===== config.mk =====
export PLATFORM = sky130hd
export DESIGN_NAME = mipi_arb
export DESIGN_NICKNAME = d
export VERILOG_FILES = /design/src/rtl/mipi_arb_pkg.sv /design/src/rtl/mipi_arb.sv
export SDC_FILE = /design/constraint.sdc
export NUM_CORES = 1
export LEC_CHECK = 0
export BUFFER_PORTS_ARGS = -buffer_cell sky130_fd_sc_hd__buf_2
export CORE_UTILIZATION = 49
export DETAILED_ROUTE_END_ITERATION = 7
export PLACE_DENSITY = 0.76
export SETUP_SLACK_MARGIN = 0.4
export SLEW_MARGIN = 20
export SYNTH_ARGS = -nofsm -noshare
export SYNTH_HDL_FRONTEND = slang
export SYNTH_SLANG_ARGS = --single-unit

===== constraint.sdc =====
create_clock -name clk -period 2.36 [get_ports clk]
set_input_delay 0.354 -clock clk [delete_from_list [all_inputs] [get_ports clk]]
set_output_delay 0.354 -clock clk [all_outputs]
set_load 0.005 [all_outputs]

===== src/rtl/mipi_arb_pkg.sv =====
// Shared definitions for the two-requester mipi arbiter: state encoding,
// requester count, byte width and the shared counter sizing rule.
package mipi_arb_pkg;

    localparam int N_REQ  = 2;
    localparam int BYTE_W = 8;

    typedef enum logic [1:0] {
        ST_IDLE,
        ST_GRANT,
        ST_DRAIN,
        ST_GAP
    } state_t;

    // One counter times both the inter-frame gap and the watchdog.
    function automatic int cnt_width(input int a, input int b);
        return $clog2((a > b) ? a : b) + 1;
    endfunction

endpackage


===== src/rtl/mipi_arb.sv =====
// Round-robin arbiter giving one of two frame sources exclusive use of the mipi
// block, with a watchdog that drains a stalled frame and an enforced inter-frame gap.
module mipi_arb
    import mipi_arb_pkg::*;
#(
    parameter int GAP_CYC  = 16,
    parameter int IDLE_MAX = 4096
) (
    input  logic              clk,
    input  logic              rst,
    input  logic              frame0,
    input  logic              frame1,
    input  logic [BYTE_W-1:0] din0,
    input  logic [BYTE_W-1:0] din1,
    input  logic              din_rdy0,
    input  logic              din_rdy1,
    output logic              din_ack0,
    output logic              din_ack1,
    output logic              b_req,
    output logic [BYTE_W-1:0] d_in,
    output logic              d_req,
    input  logic              d_ack,
    output logic [N_REQ-1:0]  grant,
    output logic              abort
);

    localparam int              CNT_W    = cnt_width(GAP_CYC, IDLE_MAX);
    localparam logic [CNT_W-1:0] GAP_LOAD = CNT_W'(GAP_CYC - 1);
    localparam logic [CNT_W-1:0] WD_LAST  = CNT_W'(IDLE_MAX - 1);
    localparam logic [CNT_W-1:0] CNT_ONE  = CNT_W'(1);

    state_t           r_state;
    state_t           w_next_state;
    logic             r_own;
    logic             r_last;
    logic             r_abort;
    logic [CNT_W-1:0] r_cnt;

    logic [N_REQ-1:0]  w_frame;
    logic [N_REQ-1:0]  w_rdy;
    logic [BYTE_W-1:0] w_din [N_REQ];
    logic [N_REQ-1:0]  w_ack;
    logic              w_own_frame;
    logic              w_own_rdy;
    logic              w_wd_expire;
    logic              w_pick;

    assign w_frame     = {frame1, frame0};
    assign w_rdy       = {din_rdy1, din_rdy0};
    assign w_din[0]    = din0;
    assign w_din[1]    = din1;
    assign w_own_frame = w_frame[r_own];
    assign w_own_rdy   = w_rdy[r_own];
    // Tie goes to the requester that did not own the previous frame.
    assign w_pick      = (&w_frame) ? ~r_last : w_frame[1];
    assign w_wd_expire = (r_state == ST_GRANT) && !w_own_rdy && (r_cnt == WD_LAST);

    // NOTE: sequential state uses non-blocking assignments so every register
    // samples the pre-edge values regardless of process evaluation order.
    always_ff @(posedge clk) begin
        if (rst) r_state <= ST_IDLE;
        else     r_state <= w_next_state;
    end

    always_comb begin
        w_next_state = r_state;
        unique case (r_state)
            ST_IDLE:  if (|w_frame)          w_next_state = ST_GRANT;
            ST_GRANT: if (!w_own_frame)      w_next_state = ST_GAP;
                      else if (w_wd_expire)  w_next_state = ST_DRAIN;
            ST_DRAIN: if (!w_own_frame)      w_next_state = ST_GAP;
            ST_GAP:   if (r_cnt == '0)       w_next_state = ST_IDLE;
            default:                         w_next_state = ST_IDLE;
        endcase
    end

    // Owner, round-robin pointer, abort pulse and the shared gap/watchdog counter.
    always_ff @(posedge clk) begin
        if (rst) begin
            r_own   <= 1'b0;
            r_last  <= 1'b1;
            r_abort <= 1'b0;
            r_cnt   <= '0;
        end else begin
            r_abort <= w_wd_expire && w_own_frame;
            case (r_state)
                ST_IDLE: if (|w_frame) begin
                    r_own <= w_pick;
                    r_cnt <= '0;
                end
                ST_GRANT: begin
                    if (!w_own_frame) begin
                        r_last <= r_own;
                        r_cnt  <= GAP_LOAD;
                    end else if (w_own_rdy) begin
                        r_cnt <= '0;
                    end else if (r_cnt != WD_LAST) begin
                        r_cnt <= r_cnt + CNT_ONE;
                    end
                end
                ST_DRAIN: if (!w_own_frame) begin
                    r_last <= r_own;
                    r_cnt  <= GAP_LOAD;
                end
                ST_GAP: if (r_cnt != '0) r_cnt <= r_cnt - CNT_ONE;
                default: ;
            endcase
        end
    end

    // NOTE: every output gets a default before the case so no latch is inferred.
    always_comb begin
        b_req = 1'b0;
        d_req = 1'b0;
        d_in  = '0;
        grant = '0;
        w_ack = '0;
        case (r_state)
            ST_GRANT: begin
                b_req        = 1'b1;
                d_req        = w_own_rdy;
                d_in         = w_din[r_own];
                grant[r_own] = 1'b1;
                w_ack[r_own] = d_ack & w_own_rdy;
            end
            ST_DRAIN: w_ack[r_own] = w_own_rdy;
            default: ;
        endcase
    end

    assign din_ack0 = w_ack[0];
    assign din_ack1 = w_ack[1];
    assign abort    = r_abort;

endmodule

==> flow_metrics.py <==
metrics = {
    "clock_tree": {
        "clock-sinks": 18,
        "clk_path_buf_depth": 2,
        "root_buffer": "clkbuf_4",
        "clkLatencyLatePin_ps": 310,
        "tritoncts": "built",
        "path_clk_slew_ps": 120,
        "cts_buffers": 3,
        "htree_levels": 1,
    },
    "grt": {
        "grt_pass1_wl_um": 8070,
        "grt_start_max_net_pins": 22,
        "antenna_found_initial": 0,
        "grt_usage": 0.288,
        "grt_overflow": 0,
        "grt_pass1_vias": 1757,
    },
    "worst_setup_path": {
        "path_cells": "ha_4 > nand3_4 > or4_4 > o311a_4 > or4_4 > a21oi_2",
        "critPathBufInv": 0,
        "required_ps": 2610,
        "r2r-start": "r_cnt[0]",
        "r2r_slack_ps": 190,
        "cp_top_family": "simple AND/OR/NAND/NOR gates",
        "crit_type": "flip-flop to flip-flop",
        "crit_arrival_ps": 2430,
        "cp_max_fo": 3,
        "cpMaxStageDelayCell": "or4_4",
        "crit_top_cell": "or4_4",
        "crit_start": "r_cnt[0]",
        "r2r_end": "r_state[0]",
        "worst_setup_path_end_kind": "flip-flop",
        "cpPeakStageDelay_ps": 520,
        "r2r_cells": 6,
        "cp-start-kind": "flip-flop",
    },
    "placed_design": {
        "hpwlAfterDp_um": 3470,
        "port_buffers": 37,
        "dp.cells": 312,
        "place_area_mm2": 0.00206,
        "place_congestion": 0.878,
    },
    "synthesis": {
        "ys_types": 58,
        "yosysSeqAreaShare": 0.208,
        "syn_area_per_cell_um2": 7.55,
        "postSynth.asyncResetShare": 0,
        "yosysWarnings": 0,
        "synth_nets": 260,
        "synth_edf_count": 0,
        "synth_cells": 229,
        "synth_seq_cells": 18,
        "synthesis.area_mm2": 0.00173,
        "synthFlopType": "dfxtp_1",
    },
    "detailed_routing": {
        "vias": 2062,
        "wl_per_cell_um": 16.4,
        "wl_met1_um": 2160,
        "postRouteAntennaNets": 0,
        "top_layer_used": "met4",
        "drtIter0Drc": 324,
        "drc": 0,
        "vias_per_cell": 6.33,
        "dr.pass1.iters": 5,
        "wl_met3_um": 488,
        "drt-total-wl_um": 5350,
        "dr_wl_met2_um": 2560,
    },
    "die": {
        "die_w_um": 61.4,
        "die-area_mm2": 0.00377,
        "start_util": 0.514,
        "ioPinCount": 38,
        "core_mm2": 0.00336,
        "fp-row-count": 21,
        "fp.dieH_um": 61.4,
    },
    "final_layout": {
        "fillers": 308,
        "fin_util": 0.678,
        "fin_area_mm2": 0.00228,
        "layout_common_cells": "buf_2, buf_4, nand2_1, nor2_1, a21oi_1",
        "final_common_cell": "buf_2",
        "layout.nets": 312,
        "drive_gt1_frac": 0.350,
        "final_cells": 326,
        "antennaDiodeCount": 0,
        "synthToLayoutAreaGrowth_pct": 31.9,
    },
    "worst_hold_path": {
        "min_delay_worst_endpoint": "r_own",
        "min-delay-start": "frame1",
        "min_path_type": "primary input to flip-flop",
        "hold_depth": 3,
    },
    "timing": {
        "setup_violations": 0,
        "clock.fmax_mhz": 460,
        "skew_ps": 3.82,
        "grt_setup_unrepaired": "yes",
        "fin_crit_ps": 2170,
        "worst_pin_slew_ps": 564,
        "relSlewSlack": 0.623,
        "fin_setup_tns_ps": 0,
        "slew_viol_final": 0,
        "min_period_over_period": 0.922,
        "hold_viol": 0,
    },
    "pwr": {
        "power_density_mw_per_mm2": 943,
        "p_leak_nw": 0.938,
        "vdd.ir_drop.worst_uv": 462,
    },
    "run_status": {
        "status": "complete, no violations",
    },
    "job": {
        "cap_violations": 0,
    },
}
routing by layer:
metal | track usage | vias to the layer above
met4 | 0.124 | 0
met1 | 0.357 | 940
met5 | 0 | -
met2 | 0.489 | 133
li1 | - | 970
met3 | 0.0525 | 19
metrics by stage:
stage | hold slack, ps | setup slack, ps | total power, W
4_1_cts | 376 | 172 | 0.00198
6_report | 381 | 185 | 0.00215
2_1_floorplan | 437 | 272 | 0.00135
3_5_place_dp | 513 | 201 | 0.00170
5_1_grt | 383 | 129 | 0.00229
3_3_place_gp | 503 | 214 | 0.00170
cells by family (layout without fill, tap and decap cells):
logic type	count (synthesis)	after routing	synth area share
flip-flops	18	18	0.208
AO/OA/AOI/OAI	61	61	0.258
XOR/XNOR	2	2	0.0101
adder cells (fa/ha/maj)	8	8	0.0579
buffers and inverters	31	82	0.0803
AND/OR/NAND/NOR	96	96	0.308
multiplexers	13	13	0.0781
sequential cells by signal (all words and copies together) (netlist names):
register / flops
abort: 1
r_cnt: 13
r_last: 1
r_own: 1
r_state: 2
worst reg2reg max path, cell delays in order (launching register included):
cell     delay, ps
dfxtp_4        390
ha_4           160
nand3_4         90
or4_4          500
o311a_4        340
or4_4          520
a21oi_2        120
worst max-delay path by stage:
stage | endpoint | slack, ps | depth (start not counted)
CTS | r_state[0] | 170 | 6
global route | r_state[0] | 130 | 6
floorplan | r_state[0] | 270 | 6
detailed placement | r_state[0] | 200 | 6
global placement | r_state[0] | 210 | 6
finish | r_state[0] | 190 | 6
synth_stat cells (3+ instances only):
library cell   n  area [um^2]
nor2_1        19         71.3
dfxtp_1       18          360
nand2_1       18         67.6
a21oi_1       15         75.1
inv_1         12         45.0
mux2i_1       12          120
clkbuf_1      10         37.5
nor2b_1        9         56.3
ha_1           8          100
nand3_1        8         40.0
o21ai_0        7         35.0
nand4_1        6         37.5
nor3_1         6         30.0
a31oi_1        5         31.3
nor4_1         5         31.3
and3_1         4         25.0
o32ai_1        4         35.0
a211oi_1       3         22.5
a221oi_1       3         26.3
a22oi_1        3         22.5
a32o_1         3         30.0
buf_2          3         15.0
buf_4          3         22.5
or4_1          3         22.5
what timing repair did:
action | in CTS | in global routing
endpoints found under the setup margin | 16 | 19
hold buffers | 0 | 0
gates resized for setup | 11 | 14
setup buffers | 6 | 4
pin swaps | 2 | 2
cell type report:
| cell class | instances | area, um^2 | share of cell area |
|---|---|---|---|
| clock buffer | 4 | 26.3 | 0.0115 |
| inverter | 14 | 52.6 | 0.0230 |
| multi-input combinational | 180 | 1380 | 0.603 |
| sequential | 18 | 374 | 0.164 |
| tap | 46 | 57.6 | 0.0252 |
| timing repair buffer | 64 | 395 | 0.173 |
power breakdown:
group,leakage (nW),internal (W),switching [W]
clock,0.0150,0.0000662,0.000115
sequential,0.149,0.000366,0.0000602
combinational,0.774,0.000678,0.000865
(Power assumes the default switching activity.)
